===== src/rtl/dmem_access_ctrl.sv =====
// Byte-serial, big-endian data-memory sequencer for the MEM stage.
// Optional feature macro: MISALIGN_TRAP_EN (trap misaligned word/half ops instead of accessing memory).
module dmem_access_ctrl #(
    parameter int unsigned ADDR_W = 10
) (
    input  logic              clk,
    input  logic              rst,
    input  logic              req,
    input  logic [2:0]        op,
    input  logic [31:0]       addr,
    input  logic [31:0]       wdata,
    output logic              stall,
    output logic              done,
    output logic [31:0]       rdata,
    output logic [ADDR_W-1:0] mem_addr,
    output logic [7:0]        mem_wdata,
    output logic              mem_we,
    input  logic [7:0]        mem_rdata,
    output logic              addr_err
);

    localparam logic [1:0] S_IDLE   = 2'd0;
    localparam logic [1:0] S_ACCESS = 2'd1;
    localparam logic [1:0] S_DONE   = 2'd2;

    localparam logic [2:0] OP_NONE = 3'b000;
    localparam logic [2:0] OP_LW   = 3'b001;
    localparam logic [2:0] OP_LH   = 3'b010;
    localparam logic [2:0] OP_LHU  = 3'b011;
    localparam logic [2:0] OP_SW   = 3'b100;
    localparam logic [2:0] OP_SH   = 3'b101;
    localparam logic [2:0] OP_SB   = 3'b110;
    localparam logic [2:0] OP_LB   = 3'b111;

    logic [1:0]        r_state;
    logic [1:0]        r_state_nxt;
    logic [2:0]        r_op;
    logic [1:0]        r_cnt;
    logic [ADDR_W-1:0] r_mem_addr;
    logic [31:0]       r_sdata;
    logic [23:0]       r_asm;
    logic [31:0]       r_rdata;
    logic              r_mem_we;
    logic              r_done;
    logic              r_addr_err;

    logic              w_accept;
    logic              w_last;
    logic              w_misalign;
    logic [31:0]       w_store_aligned;
    logic [31:0]       w_word;
    logic [31:0]       w_load_val;
    logic              w_unused;

    // Index of the final byte: 3 for word, 1 for half, 0 for byte ops.
    function automatic logic [1:0] f_last_cnt(input logic [2:0] o);
        case (o)
            OP_LW, OP_SW:         f_last_cnt = 2'd3;
            OP_LH, OP_LHU, OP_SH: f_last_cnt = 2'd1;
            default:              f_last_cnt = 2'd0;
        endcase
    endfunction

    function automatic logic f_is_store(input logic [2:0] o);
        f_is_store = (o == OP_SW) || (o == OP_SH) || (o == OP_SB);
    endfunction

    assign w_unused = ^addr[31:ADDR_W];

`ifdef MISALIGN_TRAP_EN
    assign w_misalign = ((f_last_cnt(op) == 2'd3) && (addr[1:0] != 2'b00)) ||
                        ((f_last_cnt(op) == 2'd1) && addr[0]);
`else
    assign w_misalign = 1'b0;
`endif

    assign w_accept = (r_state == S_IDLE) && req && (op != OP_NONE);
    assign w_last   = (r_cnt == f_last_cnt(r_op));

    // Store data left-aligned so the next byte out is always the top byte.
    always_comb begin
        w_store_aligned = {wdata[7:0], 24'h000000};
        case (op)
            OP_SW:   w_store_aligned = wdata;
            OP_SH:   w_store_aligned = {wdata[15:0], 16'h0000};
            default: w_store_aligned = {wdata[7:0], 24'h000000};
        endcase
    end

    assign w_word = {r_asm, mem_rdata};

    always_comb begin
        w_load_val = w_word;
        case (r_op)
            OP_LH:   w_load_val = {{16{w_word[15]}}, w_word[15:0]};
            OP_LHU:  w_load_val = {16'h0000, w_word[15:0]};
            OP_LB:   w_load_val = {{24{w_word[7]}}, w_word[7:0]};
            default: w_load_val = w_word;
        endcase
    end

    always_comb begin
        r_state_nxt = r_state;
        case (r_state)
            S_IDLE: begin
                if (w_accept) r_state_nxt = w_misalign ? S_DONE : S_ACCESS;
            end
            S_ACCESS: begin
                if (w_last) r_state_nxt = S_DONE;
            end
            S_DONE:  r_state_nxt = S_IDLE;
            default: r_state_nxt = S_IDLE;
        endcase
    end

    always_ff @(posedge clk or posedge rst) begin
        if (rst) r_state <= S_IDLE;
        else     r_state <= r_state_nxt;
    end

    // Datapath: every memory-facing output changes only on a clock edge.
    always_ff @(posedge clk or posedge rst) begin
        if (rst) begin
            r_op       <= OP_NONE;
            r_cnt      <= 2'd0;
            r_mem_addr <= '0;
            r_sdata    <= 32'h0;
            r_asm      <= 24'h0;
            r_rdata    <= 32'h0;
            r_mem_we   <= 1'b0;
            r_done     <= 1'b0;
            r_addr_err <= 1'b0;
        end else begin
            r_done     <= 1'b0;
            r_addr_err <= 1'b0;
            case (r_state)
                S_IDLE: begin
                    if (w_accept) begin
                        r_op  <= op;
                        r_cnt <= 2'd0;
                        r_asm <= 24'h0;
                        if (w_misalign) begin
                            r_done     <= 1'b1;
                            r_addr_err <= 1'b1;
                        end else begin
                            r_mem_addr <= addr[ADDR_W-1:0];
                            r_sdata    <= w_store_aligned;
                            r_mem_we   <= f_is_store(op);
                        end
                    end
                end
                S_ACCESS: begin
                    r_asm <= {r_asm[15:0], mem_rdata};
                    if (w_last) begin
                        r_mem_we <= 1'b0;
                        r_done   <= 1'b1;
                        if (!f_is_store(r_op)) r_rdata <= w_load_val;
                    end else begin
                        r_cnt      <= r_cnt + 2'd1;
                        r_mem_addr <= r_mem_addr + ADDR_W'(1);
                        r_sdata    <= {r_sdata[23:0], 8'h00};
                    end
                end
                default: ;
            endcase
        end
    end

    assign stall     = (r_state == S_ACCESS) || w_accept;
    assign done      = r_done;
    assign rdata     = r_rdata;
    assign mem_addr  = r_mem_addr;
    assign mem_wdata = r_sdata[31:24];
    assign mem_we    = r_mem_we;
    assign addr_err  = r_addr_err;

endmodule

===== config.mk =====
export PLATFORM = sky130hd
export DESIGN_NAME = dmem_access_ctrl
export DESIGN_NICKNAME = d
export VERILOG_FILES = /design/src/rtl/dmem_access_ctrl.sv
export SDC_FILE = /design/constraint.sdc
export NUM_CORES = 1
export LEC_CHECK = 0
export CAP_MARGIN = 20
export CORE_AREA = 5 5 84 145
export DETAILED_ROUTE_END_ITERATION = 16
export DIE_AREA = 0 0 89 150
export PLACE_DENSITY = 0.88
export SYNTH_ARGS = -nofsm -noshare
export SYNTH_HDL_FRONTEND = slang
export SYNTH_SLANG_ARGS = --single-unit

===== constraint.sdc =====
create_clock -name clk -period 4.1 [get_ports clk]
set_input_delay 0.615 -clock clk [delete_from_list [all_inputs] [get_ports clk]]
set_output_delay 0.615 -clock clk [all_outputs]
set_load 0.01 [all_outputs]

After elaboration in Yosys (flattened, before gate mapping)

Cells that the tools add are included.

Flip-flop bits (word level): 107
Input port bits: 78
Output and inout bits: 54
Logic and storage cells: 67

Add/subtract/negate cells: 2
Equal/unequal tests: 15
Muxes and demuxes: 22
Bitwise logic cells: 1
Reductions and logical operators: 18

Operator list:

| kind                                           | count |
|---|---|
| one-hot mux 32 bit (2 select lines)            | 2 |
| one-hot mux 32 bit (3 select lines)            | 1 |
| 2-to-1 mux 32 bit                              | 2 |
| one-hot mux 24 bit (2 select lines)            | 1 |
| 2-to-1 mux 24 bit                              | 1 |
| == test 3 bit (second input constant)          | 7 |
| 2-to-1 mux 10 bit                              | 2 |
| one-hot mux 10 bit (2 select lines)            | 1 |
| one-hot mux 2 bit (2 select lines)             | 3 |
| adder 10 x 1 -> 10 bit (second input constant) | 1 |
| AND reduction 3 bit                            | 3 |
| 2-to-1 mux 2 bit                               | 4 |
| == test 3 x 2 -> 1 bit (second input constant) | 2 |
| != test 2 bit (second input constant)          | 3 |
| AND reduction 2 bit                            | 3 |
| logical OR 1 bit                               | 5 |
| 2-to-1 mux 1 bit                               | 4 |
| == test 3 x 1 -> 1 bit (second input constant) | 1 |
| nonzero test 3 bit                             | 1 |
| OR reduction 3 bit                             | 1 |
| adder 2 x 1 -> 2 bit (second input constant)   | 1 |
| == test 2 x 1 -> 1 bit (second input constant) | 1 |
| == test 2 bit                                  | 1 |
| logical AND 1 bit                              | 2 |
| other kinds (5)                                | 5 |

Depth between registers and ports, before layout

Gate-level depths: netlist of run 1.

Depth in word-level cells: 6
Mapped depth: 8
Depth with buffers taken out: 6

Worst setup path after synthesis of run 1

No wires, ideal clock.

Path kind: in2out
Start point: in req
End point: out stall
Arrival: 1742 ps
Data required time: 3485 ps
Slack: 1743 ps
Stages: 5
Buffers on the path: 2
Path through: nor3b_1 -> nand2b_1 -> clkbuf_1 -> buf_1 -> nand2_1

Longest elaborated chain between the ends: 3

Ends and longest elaborated chain:

| item                           | RTL line | source |
|---|---|---|
| start, declared                | 8        | `input logic req,` |
| logical AND 1 bit (2 in a row) | 77       | `assign w_accept = (r_state == S_IDLE) && req && (op != OP_NONE);` |
| logical OR 1 bit               | 169      | `assign stall = (r_state == S_ACCESS) \|\| w_accept;` |
| end, declared                  | 12       | `output logic stall,` |

Every way passes these cells.

Final worst setup path of run 1

Same ends and word-level chain as after synthesis.

==> flow_metrics.env, run 1 <==
export IMPL_drc=0
export IMPL_fmax_mhz=326
export IMPL_ctsResizeCount=0
export IMPL_clock_latency_ps=340
export IMPL_critPathLaunch="req"
export IMPL_hold_viol_final=0
export IMPL_post_route_period_util=0.749
export IMPL_routed_wl_mm=12.7
export IMPL_overflow=0
export IMPL_ys_ff_latch=107
export IMPL_whs_ps=490
export IMPL_hold_depth=1
export IMPL_ioPinCount=132
export IMPL_finalSetupTns_ps=0
export IMPL_cap_violations=0
export IMPL_cp_required_ps=3480
export IMPL_synth_edf_count=0
export IMPL_dp_cells=721
export IMPL_drt_iter0_drc=177
export IMPL_power_density_mw_per_mm2=752
export IMPL_grt_pass1_vias=4258
export IMPL_fp_dieW_um=89
export IMPL_die_h_um=150
export IMPL_wl_met3_um=691
export IMPL_h_tree_depth=3
export IMPL_synth_cell_area_mm2=0.00530
export IMPL_met1_length_mm=4.63
export IMPL_yosysWarnings=0
export IMPL_viasPerCell=5.60
export IMPL_crit_fanout=6
export IMPL_die_area_mm2=0.0134
export IMPL_io_buffers=108
export IMPL_p_leak_nw=3.02
export IMPL_critPathCaptureType="output pin"
export IMPL_start_kind="primary input"
export IMPL_synth_nets=595
export IMPL_synth_avg_cell_area_um2=10.3
export IMPL_worst_setup_path_type="in2out"
export IMPL_coreArea_mm2=0.0109
export IMPL_final_core_util=0.617
export IMPL_skew_ps=7.24
export IMPL_nNetsFinal=680
export IMPL_hold_class="reg2reg"
export IMPL_post_route_cells_drive_above_1_share=0.0809
export IMPL_r2r_start="r_op[1]"
export IMPL_endpoint="stall"
export IMPL_r2r_end="r_sdata[17]"
export IMPL_final_cell_count_no_fill=738
export IMPL_n_fill_cell=862
export IMPL_rsz0062_at_grt="false"
export IMPL_grt_pass1_wl_mm=20.9
export IMPL_dr_pass1_iters=5
export IMPL_drv_slew=0
export IMPL_yosysTopAreaCell="dfrtp_1"
export IMPL_vias=4135
export IMPL_clk_pin_slew_ps=60
export IMPL_gp_congestion=0.918
export IMPL_cp_data_arrival_time_ps=2450
export IMPL_rrSetupSlack_ps=1690
export IMPL_final_antenna_net_count=0
export IMPL_async_flop_share=1.00
export IMPL_p_total_mw=5.06
export IMPL_tightest_slew_ps=1100
export IMPL_grt_max_degree=88
export IMPL_synth_area_leaders="dfrtp_1, mux2i_1, nand2_1"
export IMPL_diodes=0
export IMPL_cts_root_buffer="clkbuf_16"
export IMPL_cts_path_max_buffers=2
export IMPL_postCtsHoldBufs=0
export IMPL_fin_crit_ps=3070
export IMPL_max_slew_margin=0.267
export IMPL_cts_buffers=9
export IMPL_start_util=0.485
export IMPL_synthCells=516
export IMPL_rr_worst_depth=6
export IMPL_finalSetupViolCount=0
export IMPL_cts_tree="done"
export IMPL_dr_wl_met2_mm=7.05
export IMPL_clkSinkCount=107
export IMPL_wl_per_cell_um=17.1
export IMPL_synth_top_area_frac=0.506
export IMPL_peakVddDrop_v=0.000480
export IMPL_outcome="completed"
export IMPL_synthFlopType="dfrtp_1"
export IMPL_area_delta_synth_final_pct=27.1
export IMPL_postCtsSetupBuffers=0
export IMPL_rows=51
export IMPL_dr_max_layer_used="met4"
export IMPL_track_usage=0.201
export IMPL_place_hpwl_mm=9.26
export IMPL_ys_types=53
export IMPL_synth_seq_area_share=0.506
export IMPL_antenna_found_initial=0
## critical path, stage by stage
cell	delay, ps
clkdlybuf4s50_1	500
nor3b_1	540
nand2b_1	150
nand2_1	100
clkdlybuf4s50_1	540
## worst min-delay path by stage
stage	slack, ps	endpoint	from
global route	500	r_sdata[20]	r_sdata[20]
finish	490	r_sdata[31]	r_sdata[31]
CTS	490	r_sdata[20]	r_sdata[20]
detailed placement	480	r_sdata[20]	r_sdata[20]
floorplan	460	r_sdata[17]	r_sdata[17]
global placement	470	r_sdata[21]	r_sdata[21]
## Yosys cell counts (all sizes together) (2+ instances only)
library cell	n
nor2	17
clkbuf	13
a21boi	2
o22ai	4
o32ai	2
a21oi	41
or3	2
nand2b	5
o221a	2
mux2i	43
nand3	31
a31oi	2
buf	29
and3	4
a22o	16
o21ai	23
mux2	32
nor3b	2
inv	31
nand2	80
nor3	8
dfrtp	107
## cell type report
class / count / area (µm²) / area share
sequential: 107 / 2680 / 0.398
multi-input combinational: 336 / 2280 / 0.339
timing repair buffer: 116 / 1160 / 0.173
clock buffer: 12 / 246 / 0.0366
tap: 132 / 165 / 0.0245
inverter: 31 / 121 / 0.0180
clock inverter: 4 / 73.8 / 0.0110
## logic make-up (layout without fill, tap and decap cells)
family,after synthesis,in the layout,synth area share
buffers and inverters,73,163,0.0662
XOR/XNOR,1,1,0.00165
adder cells (fa/ha/maj),1,1,0.00236
multiplexers,75,75,0.161
other,1,1,0.000708
flip-flops,107,107,0.506
AND/OR/NAND/NOR,154,154,0.132
AO/OA/AOI/OAI,104,104,0.131
## registers in the layout, indices dropped and copies added, names as in the netlist
| signal | count |
|---|---|
| done | 1 |
| mem_addr | 10 |
| mem_we | 1 |
| r_asm | 24 |
| r_cnt | 2 |
| r_op | 3 |
| r_sdata | 32 |
| r_state | 2 |
| rdata | 32 |
## where the power goes
group / total, mW / leakage [nW] / switching, mW / internal, mW
combinational: 2.30 / 1.49 / 1.17 / 1.13
clock: 0.923 / 0.157 / 0.371 / 0.553
sequential: 1.84 / 1.37 / 0.343 / 1.49
total: 5.06 / 3.02 / 1.88 / 3.18
## routing by layer
metal	GRT usage	up-vias
li1	-	1939
met1	0.238	2023
met2	0.360	153
met3	0.0369	20
met4	0.0648	0
met5	0	-
## metrics by stage
stage               setup slack [ps]  area (µm²)
finish                          1030        6730
global route                     926        6730
CTS                              993        6700
detailed placement               992        6380
global placement                1080        6380
floorplan                        668        5300
## cell usage in the layout (no fill, tap or decap), drive strengths merged, types with 4 or more instances in the layout
cell type | synthesis | final
buf | 29 | 8
and3 | 4 | 4
dfrtp | 107 | 107
o21ai | 23 | 23
inv | 31 | 31
nor2 | 17 | 17
a21oi | 41 | 41
nor3 | 8 | 8
mux2 | 32 | 32
a22o | 16 | 16
clkbuf | 13 | 12
nand3 | 31 | 31
o22ai | 4 | 4
nand2b | 5 | 5
nand2 | 80 | 80
mux2i | 43 | 43
clkdlybuf4s50 | 0 | 108
No activity file was read; power rests on OpenSTA's default activity.
==> inputs of run 2 (changes only) <==
==> constraint.sdc (replaced) <==
create_clock -name clk -period 3.03 [get_ports clk]
set_input_delay 0.4545 -clock clk [delete_from_list [all_inputs] [get_ports clk]]
set_output_delay 0.4545 -clock clk [all_outputs]
set_load 0.01 [all_outputs]
==> run 2 against run 1 <==
Power up 35%. Combinational power up 40%. Clock skew about the same. Flip-flop and latch count unchanged. First-iteration DRC count up 3.4%. Critical path depth unchanged. Utilization up 0.18 points. Largest power group unchanged. Cell area up 0.30%.
==> flow_metrics.env, run 2 (synthesis results as in run 1) <==
export IMPL_hold_viol_final=0
export IMPL_io_buffers=108
export IMPL_routed_wl_mm=13.0
export IMPL_cts_buffers=9
export IMPL_start_util=0.485
export IMPL_ioPinCount=132
export IMPL_grt_max_degree=108
export IMPL_outcome="completed"
export IMPL_met1_length_mm=4.61
export IMPL_overflow=0
export IMPL_die_area_mm2=0.0134
export IMPL_fp_dieW_um=89
export IMPL_wl_per_cell_um=17.4
export IMPL_crit_chain="clkdlybuf4s50_1 -> nor3b_1 -> nand2b_1 -> nand2_1 -> clkdlybuf4s50_1"
export IMPL_diodes=0
export IMPL_slowest_stage="clkdlybuf4s50_1"
export IMPL_rows=51
export IMPL_ctsResizeCount=0
export IMPL_area_delta_synth_final_pct=27.5
export IMPL_cts_root_buffer="clkbuf_16"
export IMPL_clk_pin_slew_ps=70
export IMPL_dpl_cell_area_mm2=0.00646
export IMPL_h_tree_depth=3
export IMPL_max_slew_margin=0.330
export IMPL_nNetsFinal=686
export IMPL_design_area_mm2=0.00675
export IMPL_start_kind="primary input"
export IMPL_drt_iter0_drc=183
export IMPL_seq_power_share=0.365
export IMPL_hold_class="reg2reg"
export IMPL_place_hpwl_mm=9.52
export IMPL_skew_ps=6.77
export IMPL_grt_pass1_vias=4315
export IMPL_track_usage=0.198
export IMPL_final_cell_count_no_fill=743
export IMPL_clkPwrFrac=0.165
export IMPL_hold_depth=1
export IMPL_post_route_cells_drive_above_1_share=0.0917
export IMPL_fmax_mhz=414
export IMPL_min_to="r_sdata[19]"
export IMPL_worstHoldStart="r_sdata[19]"
export IMPL_dp_cells=728
export IMPL_postCtsHoldBufs=0
export IMPL_p_sw_frac=0.381
export IMPL_cpLargestDelayFamily="buffers and inverters"
export IMPL_p_comb_frac=0.470
export IMPL_crit_fanout=2
export IMPL_p_leak_nw=3.02
export IMPL_tightest_slew_ps=998
export IMPL_die_h_um=150
export IMPL_cp_required_ps=2580
export IMPL_drc=0
export IMPL_r2r_start="r_state[1]"
export IMPL_antenna_found_initial=0
export IMPL_intPower_mw=4.23
export IMPL_ff_latch_area_mm2=0.00268
export IMPL_r2r_end="rdata[20]"
export IMPL_vias=4183
export IMPL_finalSetupViolCount=0
export IMPL_cpMostUsedCell="clkdlybuf4s50_1"
export IMPL_cp_num_buf_inv=2
export IMPL_multi_input_area_mm2=0.00228
export IMPL_cp_data_arrival_time_ps=1960
export IMPL_grt_pass1_wl_mm=20.7
export IMPL_mostFrequentLayoutCell="clkdlybuf4s50_1"
export IMPL_final_antenna_net_count=0
export IMPL_fin_crit_ps=2420
export IMPL_dr_wl_met2_mm=7.22
export IMPL_cts_path_max_buffers=2
export IMPL_power_density_mw_per_mm2=1010
export IMPL_n_fill_cell=856
export IMPL_clkSinkCount=107
export IMPL_post_route_period_util=0.797
export IMPL_finalSetupTns_ps=0
export IMPL_clock_latency_ps=340
export IMPL_cts_tree="done"
export IMPL_coreArea_mm2=0.0109
export IMPL_drv_slew=0
export IMPL_critPathMaxStageDelay_ps=550
export IMPL_worst_setup_path_type="in2out"
export IMPL_postCtsSetupBuffers=0
export IMPL_rrSetupSlack_ps=780
export IMPL_final_cell_mix="clkdlybuf4s50_1, dfrtp_1, nand2_1, mux2i_1, a21oi_1"
export IMPL_wl_met3_um=721
export IMPL_rsz0062_at_grt="false"
export IMPL_switchingPower_mw=2.60
export IMPL_peakVddDrop_v=0.000588
export IMPL_dr_max_layer_used="met4"
export IMPL_viasPerCell=5.63
export IMPL_gp_congestion=0.919
export IMPL_dr_pass1_iters=4
export IMPL_rr_worst_depth=6
export IMPL_cap_violations=0
export IMPL_critPathCaptureType="output pin"
-- run 2: cell types whose count changed in the layout (fill, tap and decap cells not counted), moves of 2 or more --
cell / previous run / this run
buf_12: 0 / 2
buf_4: 7 / 12
bufinv_16: 2 / 0
clkbuf_1: 2 / 0
clkbuf_8: 1 / 3
clkinvlp_4: 0 / 4
-- run 2: routing by layer --
metal	vias up	GRT usage
met5	-	0
met4	0	0.0879
met3	31	0.0380
met2	134	0.362
met1	2056	0.214
li1	1962	-
-- run 2: how the worst max path moves through the flow --
stage,startpoint,endpoint,cells past startpoint
2_1_floorplan,req,stall,5
3_3_place_gp,req,stall,5
3_5_place_dp,op[1],r_sdata[1],5
4_1_cts,req,stall,5
5_1_grt,req,stall,5
6_report,req,stall,5
-- run 2: stage by stage --
stage                     hold WS, ps  setup WS, ps  power (mW)   util
after global routing              500           521        7.25  0.619
after global placement            469           625        5.58  0.592
after detailed placement          475           546        5.74  0.592
after floorplan                   458           994        4.52      -
final                             488           614        6.83  0.619
after CTS                         492           611        6.88  0.619
-- run 2: power by group through the flow --
stage | combinational (mW) | sequential, mW | clock, mW
floorplan | 2.06 | 2.46 | 0
global placement | 3.11 | 2.46 | 0
detailed placement | 3.23 | 2.51 | 0
CTS | 3.25 | 2.49 | 1.15
global route | 3.49 | 2.57 | 1.19
finish | 3.21 | 2.49 | 1.13
-- run 2: area by class of cell --
cell class,instances,area share
clock inverter,3,0.00334
timing repair buffer,122,0.179
multi-input combinational,336,0.338
tap,132,0.0245
clock buffer,12,0.0395
sequential,107,0.397
inverter,31,0.0182
